File: config.mk
export PLATFORM = sky130hd
export DESIGN_NAME = rtc_bus_sequencer
export DESIGN_NICKNAME = d
export VERILOG_FILES = /design/src/rtl/rtc_bus_pkg.sv /design/src/rtl/rtc_phase_timer.sv /design/src/rtl/rtc_bus_sequencer.sv
export SDC_FILE = /design/constraint.sdc
export NUM_CORES = 1
export LEC_CHECK = 0
export ABC_AREA = 1
export CORE_MARGIN = 10
export CORE_UTILIZATION = 40
export DETAILED_ROUTE_END_ITERATION = 6
export PLACE_DENSITY = 0.71
export SLEW_MARGIN = 20
export SYNTH_ARGS = -nofsm -noshare
export SYNTH_HDL_FRONTEND = slang
export SYNTH_HIERARCHICAL = 1
export SYNTH_SLANG_ARGS = --single-unit
File: constraint.sdc
create_clock -name clk -period 3.6 [get_ports clk]
set_input_delay 0.54 -clock clk [delete_from_list [all_inputs] [get_ports clk]]
set_output_delay 0.54 -clock clk [all_outputs]
set_load 0.01 [all_outputs]
File: src/rtl/rtc_bus_pkg.sv
// Shared types and constants for the RTC multiplexed-bus sequencer.
// Holds the FSM state encoding, the default phase timings and the write/read encodings.
package rtc_bus_pkg;

  localparam int DATA_W = 8;

  localparam int unsigned DEF_T_SU  = 2;
  localparam int unsigned DEF_T_PW  = 5;
  localparam int unsigned DEF_T_HD  = 2;
  localparam int unsigned DEF_T_GAP = 4;

  localparam logic WE_WRITE = 1'b1;
  localparam logic WE_READ  = 1'b0;

  typedef enum logic [3:0] {
    S_IDLE,
    S_A_SU,
    S_A_PW,
    S_A_HD,
    S_GAP,
    S_D_SU,
    S_D_PW,
    S_D_HD,
    S_DONE
  } state_t;

endpackage

File: src/rtl/rtc_phase_timer.sv
// Loadable 8-bit down-counter that paces each timed bus state.
// A state loaded with N-1 sees the zero flag on its N-th cycle.
module rtc_phase_timer (
  input  logic       clk,
  input  logic       rst,
  input  logic       i_load,
  input  logic [7:0] i_load_val,
  output logic       o_zero
);

  logic [7:0] r_count;

  always_ff @(posedge clk or negedge rst) begin
    if (!rst) begin
      r_count <= '0;
    end else if (i_load) begin
      r_count <= i_load_val;
    end else if (r_count != '0) begin
      r_count <= r_count - 8'd1;
    end
  end

  assign o_zero = (r_count == '0);

endmodule

File: src/rtl/rtc_bus_sequencer.sv
// Two-port round-robin sequencer for the external RTC's multiplexed AD bus.
// Every output is registered from the next-state decode, so the pins line up with the state register.
module rtc_bus_sequencer
  import rtc_bus_pkg::*;
#(
  parameter int unsigned T_SU  = DEF_T_SU,
  parameter int unsigned T_PW  = DEF_T_PW,
  parameter int unsigned T_HD  = DEF_T_HD,
  parameter int unsigned T_GAP = DEF_T_GAP
) (
  input  logic              clk,
  input  logic              rst,
  input  logic              req0,
  input  logic              we0,
  input  logic [DATA_W-1:0] addr0,
  input  logic [DATA_W-1:0] wdata0,
  output logic              ack0,
  input  logic              req1,
  input  logic              we1,
  input  logic [DATA_W-1:0] addr1,
  input  logic [DATA_W-1:0] wdata1,
  output logic              ack1,
  output logic [DATA_W-1:0] rdata,
  output logic              busy,
  output logic [DATA_W-1:0] ad_out,
  output logic              ad_oe,
  input  logic [DATA_W-1:0] ad_in,
  output logic              a_d,
  output logic              cs,
  output logic              rd,
  output logic              wr
);

  localparam logic [7:0] SU_M1  = 8'(T_SU - 1);
  localparam logic [7:0] PW_M1  = 8'(T_PW - 1);
  localparam logic [7:0] HD_M1  = 8'(T_HD - 1);
  localparam logic [7:0] GAP_M1 = 8'(T_GAP - 1);

  state_t            r_state;
  state_t            w_nxt_state;
  logic              r_last_grant;
  logic              r_port;
  logic              r_we;
  logic [DATA_W-1:0] r_addr;
  logic [DATA_W-1:0] r_wdata;
  logic [DATA_W-1:0] r_rdata;
  logic [DATA_W-1:0] r_ad_out;
  logic              r_cs, r_rd, r_wr, r_ad, r_oe, r_ack0, r_ack1, r_busy;

  logic              w_grant;
  logic              w_gnt_port;
  logic              w_cur_port;
  logic              w_cur_we;
  logic [DATA_W-1:0] w_cur_addr;
  logic [DATA_W-1:0] w_cur_wdata;
  logic              w_zero;
  logic              w_load;
  logic [7:0]        w_load_val;
  logic              w_cs, w_rd, w_wr, w_ad, w_oe, w_ack0, w_ack1;
  logic [DATA_W-1:0] w_ad_out;

  function automatic logic [7:0] dur_m1(input state_t s);
    case (s)
      S_A_SU, S_D_SU: dur_m1 = SU_M1;
      S_A_PW, S_D_PW: dur_m1 = PW_M1;
      S_A_HD, S_D_HD: dur_m1 = HD_M1;
      S_GAP:          dur_m1 = GAP_M1;
      default:        dur_m1 = 8'd0;
    endcase
  endfunction

  rtc_phase_timer u_timer (
    .clk        (clk),
    .rst        (rst),
    .i_load     (w_load),
    .i_load_val (w_load_val),
    .o_zero     (w_zero)
  );

  always_comb begin
    w_nxt_state = r_state;
    w_grant     = 1'b0;
    w_gnt_port  = r_port;
    case (r_state)
      S_IDLE: begin
        // With both ports pending, the one not served last time wins.
        if (req0 && req1) begin
          w_grant    = 1'b1;
          w_gnt_port = ~r_last_grant;
        end else if (req0) begin
          w_grant    = 1'b1;
          w_gnt_port = 1'b0;
        end else if (req1) begin
          w_grant    = 1'b1;
          w_gnt_port = 1'b1;
        end
        if (w_grant) w_nxt_state = S_A_SU;
      end
      S_A_SU:  if (w_zero) w_nxt_state = S_A_PW;
      S_A_PW:  if (w_zero) w_nxt_state = S_A_HD;
      S_A_HD:  if (w_zero) w_nxt_state = S_GAP;
      S_GAP:   if (w_zero) w_nxt_state = S_D_SU;
      S_D_SU:  if (w_zero) w_nxt_state = S_D_PW;
      S_D_PW:  if (w_zero) w_nxt_state = S_D_HD;
      S_D_HD:  if (w_zero) w_nxt_state = S_DONE;
      S_DONE:  w_nxt_state = S_IDLE;
      default: w_nxt_state = S_IDLE;
    endcase
  end

  assign w_cur_port  = w_grant ? w_gnt_port : r_port;
  assign w_cur_we    = w_grant ? (w_gnt_port ? we1 : we0) : r_we;
  assign w_cur_addr  = w_grant ? (w_gnt_port ? addr1 : addr0) : r_addr;
  assign w_cur_wdata = w_grant ? (w_gnt_port ? wdata1 : wdata0) : r_wdata;

  assign w_load     = (w_nxt_state != r_state);
  assign w_load_val = dur_m1(w_nxt_state);

  always_comb begin
    w_cs     = 1'b1;
    w_rd     = 1'b1;
    w_wr     = 1'b1;
    w_ad     = 1'b1;
    w_oe     = 1'b0;
    w_ad_out = r_ad_out;
    w_ack0   = 1'b0;
    w_ack1   = 1'b0;
    case (w_nxt_state)
      S_A_SU, S_A_PW, S_A_HD: begin
        w_cs     = 1'b0;
        w_ad     = 1'b0;
        w_oe     = 1'b1;
        w_ad_out = w_cur_addr;
        w_wr     = (w_nxt_state != S_A_PW);
      end
      S_D_SU, S_D_PW, S_D_HD: begin
        w_cs = 1'b0;
        w_oe = (w_cur_we == WE_WRITE);
        if (w_cur_we == WE_WRITE) w_ad_out = w_cur_wdata;
        if (w_nxt_state == S_D_PW) begin
          if (w_cur_we == WE_WRITE) w_wr = 1'b0;
          else                      w_rd = 1'b0;
        end
      end
      S_DONE: begin
        w_ack0 = ~w_cur_port;
        w_ack1 = w_cur_port;
      end
      default: ;
    endcase
  end

  always_ff @(posedge clk or negedge rst) begin
    if (!rst) begin
      r_state      <= S_IDLE;
      r_last_grant <= 1'b1;
      r_port       <= 1'b0;
      r_we         <= WE_READ;
      r_rdata      <= '0;
      r_ad_out     <= '0;
      r_cs         <= 1'b1;
      r_rd         <= 1'b1;
      r_wr         <= 1'b1;
      r_ad         <= 1'b1;
      r_oe         <= 1'b0;
      r_ack0       <= 1'b0;
      r_ack1       <= 1'b0;
      r_busy       <= 1'b0;
    end else begin
      r_state  <= w_nxt_state;
      r_ad_out <= w_ad_out;
      r_cs     <= w_cs;
      r_rd     <= w_rd;
      r_wr     <= w_wr;
      r_ad     <= w_ad;
      r_oe     <= w_oe;
      r_ack0   <= w_ack0;
      r_ack1   <= w_ack1;
      r_busy   <= (w_nxt_state != S_IDLE);
      if (w_grant) begin
        r_last_grant <= w_gnt_port;
        r_port       <= w_gnt_port;
        r_we         <= w_cur_we;
      end
      // Sample AD on the final strobe cycle, just before rd rises.
      if (r_state == S_D_PW && w_zero && r_we == WE_READ) r_rdata <= ad_in;
    end
  end

  always_ff @(posedge clk) begin
    if (w_grant) begin
      r_addr  <= w_cur_addr;
      r_wdata <= w_cur_wdata;
    end
  end

  assign ack0   = r_ack0;
  assign ack1   = r_ack1;
  assign rdata  = r_rdata;
  assign busy   = r_busy;
  assign ad_out = r_ad_out;
  assign ad_oe  = r_oe;
  assign a_d    = r_ad;
  assign cs     = r_cs;
  assign rd     = r_rd;
  assign wr     = r_wr;

endmodule

Yosys cells after proc, flatten, opt, wreduce, memory -nomap -nowiden
Index checks and enable logic that the tools add are counted.
{ "totals": {"reg_bits": 55, "input_bits": 46, "out_inout_bits": 24} }
{ "op_classes": {"reduce_logical": 15, "eq_ne": 18, "addsub": 1, "n_bitwise": 3, "mux": 41} }
{ "op_table": {"columns": ["op", "count"], "rows": [
  ["$mux 8", 7],
  ["$eq 4x3->1 const B", 8],
  ["$mux 4", 8],
  ["$pmux 4 s8", 1],
  ["$mux 1", 21],
  ["$eq 4x2->1 const B", 4],
  ["$pmux 8 s2", 1],
  ["$pmux 3 s3", 1],
  ["$eq 4x1->1 const B", 2],
  ["$logic_not 8->1", 1],
  ["$reduce_bool 8->1", 1],
  ["$sub 8x1->8 const B", 1],
  ["$reduce_or 3->1", 2],
  ["$reduce_or 6->1", 1],
  ["$eq 4x4->1 const B", 1],
  ["$logic_not 4->1", 1],
  ["$ne 4x2->1 const B", 1],
  ["$ne 4x4->1", 1],
  ["$pmux 1 s2", 2],
  ["$reduce_bool 2->1", 2],
  ["$reduce_bool 4->1", 1],
  ["$reduce_or 4->1", 1],
  ["$logic_and 1x1->1", 3],
  ["$not 1->1", 3],
  ["other kinds (3)", 3]
]} }

Logic depth before layout (Yosys ltp)
{ "logic_depth": {"depth_word": 10, "mapped_depth": 16, "depth_no_buf": 15} }

Hierarchy
Netlist, hierarchy kept.
{ "modules_own_cells": {"columns": ["module", "instances", "area_each_um2", "cells_each"], "rows": [
  ["rtc_bus_sequencer", 1, 2479.9, 283],
  ["rtc_phase_timer", 1, 531.8, 71]
]} }

Worst setup path after synthesis
Ideal clock, no wire load.
{ "synth_timing": {"path_kind": "flip-flop to flip-flop", "startpoint": "reg u_timer.r_count[0]", "endpoint": "reg u_timer.r_count[1]", "t_arrival_ns": 2.048, "path_stages_with_launch": 15, "setup_time_ns": 0.117, "setup_slack_ns": 1.434, "cell_sequence": "dfrtp_1 > inv_1 > ha_1 > nand2_4 > nor2_8 > inv_1 > nand2_1 > nand2_1 > nand2_1 > nand3_2 > o21ai_0 > buf_2 > o21ai_0 > nand2_1 > o21ai_2"} }
{ "synth_rtl": {"columns": ["item", "line", "rtl"], "rows": [
  ["from (decl)", "rtc_phase_timer.sv:11", "logic [7:0] r_count;"],
  ["from (signal assigned)", "rtc_phase_timer.sv:17", "r_count <= i_load_val;"],
  ["from (signal assigned)", "rtc_phase_timer.sv:19", "r_count <= r_count - 8'd1;"],
  ["$logic_not 8->1 (*)", "rtc_phase_timer.sv:23", "assign o_zero = (r_count == '0);"],
  ["via w_zero", "rtc_bus_sequencer.sv:56", "logic w_zero;"],
  ["$mux 4, or another cell as far along", "rtc_bus_sequencer.sv:105", "S_D_HD: if (w_zero) w_nxt_state = S_DONE;"],
  ["$pmux 4 s8 (*)", "rtc_bus_sequencer.sv:84", "case (r_state)"],
  ["via w_nxt_state[0]", "rtc_bus_sequencer.sv:40", "state_t w_nxt_state;"],
  ["$ne 4x4->1 (*)", "rtc_bus_sequencer.sv:116", "assign w_load = (w_nxt_state != r_state);"],
  ["via w_load", "rtc_bus_sequencer.sv:57", "logic w_load;"],
  ["$mux 8 or $reduce_bool 2->1 (tied branches)", null, null]
]} }
Mark *: on every way through the listed nets, which the timed path passes. The rest lies on a longest branch. The select of a mux whose other input is x is not followed.
A chain may end at the register's enable or synchronous reset.

Worst setup path after layout
{ "layout_timing": {"startpoint": "reg u_timer.r_count[0]", "endpoint": "reg u_timer.r_count[4]"} }
Same word-level chain as after synthesis.

==> impl_metrics.yaml <==
global_routing:
  overflow: 0
  met2_usage_pct: 20.2
  use_met3_pct: 4.85
  global_route.peak_usage_layer: "met2"
  antenna_found_initial: 0
  grt_pass1_wl_mm: 12.5
  global_route.usage.total_pct: 13.2
  met1_usage_pct: 17.1
  grt_start_max_net_pins: 46
  number_of_global_route_vias_before_repair: 2558
sta:
  timing.final.max_slew_violations: 0
  setup_total_negative_slack_ns: 0
  max_slew_margin_pct: 42.5
  grt_setup_unrepaired: "false"
  setup-violations-final: 0
  count_of_endpoints_failing_hold_in_the_final_timing_report: 0
  clock.fmax_ghz: 0.406
  worst_pin_slew_ns: 0.863
  final_min_period_ns: 2.46
  post-route-period-util_pct: 68.4
  timing.hold.ws_ns: 0.334
  finClkSkew_ns: 0.00630
flow_run:
  cap_viol_max_count: 0
clock_network:
  cts_tree: "done"
  postCtsHoldBufs: 0
  cts_inserted_buffers: 5
  post_cts_repair_timing_setup_buffer_count: 0
  clock_latency_on_the_worst_skew_pair_ns: 0.31
  cts-resized-gates: 0
  cts_sinks: 55
  cts.root.buffer_cell: "clkbuf_8"
  clock_tree.buffer_depth: 2
  clk_pin_slew_worst_paths_ns: 0.10
  h-tree-depth: 2
synth:
  number_of_enable_type_register_cells_in_the_synthesized_netlist: 16
  synth_cell_type_count: 35
  ys_dominant_reg_cell: "dfrtp_1"
  ys_ff_latch: 55
  ys.warnings.count: 6
  netlist_instances: 354
  netlist.top_cell.by_area: "dfrtp_1"
  post_synth.cell_area_avg_um2: 8.51
  yosys-top-cells-count: "nand2_1, nand3_1, dfrtp_1"
  post-synth-top-count-cell: "nand2_1"
  yosys-top-cells-area: "dfrtp_1, edfxtp_1, nand3_1, nand2_1, dfstp_2"
  netlist.area_leader.share_pct: 28.3
  post_synth_instance_area_um2: 3010
  yosysSeqAreaShare_pct: 48.6
  asyncSetResetFlopFracSynth_pct: 70.9
placed_design:
  gp_congestion: 0.796
  post-dp-hpwl_mm: 5.60
  port_buffers: 69
finish:
  filler_cell_count: 687
  antenna-diode-count: 0
  final_core_utilization_pct: 53.9
  nNetsFinal: 476
  area_delta_synth_final_pct: 30.6
  post_route_cells_drive_above_1_share_pct: 13.3
hold_path:
  min-delay-path-class: "in -> async"
worst_setup_path:
  cp_cell_sequence: "inv_1 -> ha_1 -> nand2_4 -> nor2_8 -> inv_1 -> nand2_1 -> nand2_1 -> nand2_1 -> nand3_2 -> a21oi_1 -> o21ai_0 -> buf_4 -> inv_1 -> nand2_4 -> a21boi_1"
  crit_path_top_delay_cell: "dfrtp_1"
  critical_path_endpoint_category: "flip-flop"
  worst_ep_arrival_time_ns: 2.67
  timing.critical_path.required_ns: 3.80
  worst_path_largest_cell_delay_ns: 0.39
  worst_setup_path_start_kind: "flip-flop"
  worst-setup-path-type: "reg -> reg"
  crit_path_max_fanout: 12
power:
  power_density_over_the_cells_nw_per_um2: 624
  worst_ir_drop_vdd_mv: 0.274
  power.static_leakage_nw: 1.73
run_status:
  run_status: "finished, final reports clean"
die:
  fp.dieH_um: 107
  core_region_area_um2: 7290
  io_pins: 70
  row_count: 31
  die_width_um: 107
  die_area_um2: 11400
  floorplan.initialDensity_pct: 41.3
detailed_routing:
  wl_per_cell_um: 13.7
  number_of_remaining_drc_errors: 0
  drt-vias-per-instance: 4.80
  initial_drt_pass_iterations: 4
  routed_wl_mm: 7.23
  detailedRoute.firstIterationViolations: 146
  via_count: 2539
  ant_nets: 0
-- path summary, 6_finish.rpt --
| kind | end | depth (start not counted) | slack (ns) | from |
|---|---|---|---|---|
| min in group clk | r_last_grant | 2 | 0.47 | r_last_grant |
| min reg2reg | r_last_grant | 2 | 0.47 | r_last_grant |
| max in group asynchronous | r_we | 1 | 2.72 | rst |
| max reg2reg | u_timer/r_count[4] | 15 | 1.14 | u_timer/r_count[0] |
| min | u_timer/r_count[5] | 1 | 0.33 | rst |
| max | u_timer/r_count[4] | 15 | 1.14 | u_timer/r_count[0] |
-- cell usage in the layout, fill, tap and decap left out --
cell / count
inv_1: 24
a21oi_1: 1
nand3_1: 67
dfstp_2: 5
ha_1: 1
edfxtp_1: 16
or2_1: 2
xnor2_1: 1
a21boi_1: 1
nand3_2: 3
clkbuf_8: 5
a21oi_4: 1
conb_1: 5
xor2_1: 1
inv_2: 4
nand4_2: 1
clkbuf_1: 1
nand3_4: 1
buf_2: 1
o21ai_1: 10
o21ai_0: 3
nor2_1: 14
or4_1: 1
nor2_8: 2
nand2_2: 10
nand2_8: 1
and2_1: 16
dfrtp_1: 34
or2_0: 11
or2_2: 5
nor2_4: 3
nand2_1: 89
clkdlybuf4s50_1: 68
buf_4: 5
o21ai_2: 3
nor2_2: 3
clkbuf_4: 1
clkbuf_16: 1
nand4_1: 7
nand2_4: 2
-- layer usage --
| layer | share of wire, % | vias up |
|---|---|---|
| met5 | 0 | - |
| met4 | 1.1 | 0 |
| met3 | 7.3 | 7 |
| met2 | 45 | 60 |
| met1 | 47 | 1170 |
| li1 | - | 1302 |
-- metrics by stage --
step / area (µm²) / setup WS, ns / total power [mW] / cells
after detailed placement: 3830 / 1.04 / 2.09 / 521
after CTS: 3930 / 1.11 / 2.48 / 529
after global placement: 3830 / 1.12 / 2.05 / 521
after global routing: 3930 / 0.861 / 2.65 / 529
final: 3930 / 1.14 / 2.45 / 529
after floorplan: 3030 / 1.43 / 1.69 / 358
-- sequential cells by signal (all words and copies together) (netlist names), 4 cells and up --
register,cells
u_timer/r_count,8
r_wdata,8
r_addr,8
r_state,4
ad_out,8
rdata,8
-- critical path: cells and delay by family, from the launching register on --
kind	cells	cell delay, ns
flip-flops	1	0.39
buffers and inverters	4	0.53
adder cells (fa/ha/maj)	1	0.31
AND/OR/NAND/NOR	7	0.75
AO/OA/AOI/OAI	3	0.38
-- cells by family (layout without fill, tap and decap cells) --
group / count (synthesis) / in the layout / synth area share [%]
AND/OR/NAND/NOR: 238 / 238 / 41.3
flip-flops: 55 / 55 / 48.6
buffers and inverters: 38 / 110 / 5.03
AO/OA/AOI/OAI: 19 / 19 / 3.99
XOR/XNOR: 2 / 2 / 0.582
adder cells (fa/ha/maj): 1 / 1 / 0.415
other: 1 / 5 / 0.125
-- area by class of cell --
type / instances / area (µm²) / share of cell area (%)
flip-flops and latches: 55 / 1460 / 37.2
multi-input cells: 265 / 1410 / 35.9
repair buffers: 74 / 723 / 18.4
well taps: 99 / 124 / 3.15
clock buffers: 8 / 105 / 2.67
inverters: 28 / 105 / 2.67
-- power breakdown --
group / switching [mW] / internal (mW)
logic: 0.649 / 0.478
clock network: 0.202 / 0.188
registers: 0.117 / 0.820
Note: power is estimated with default switching activity, not from simulation.
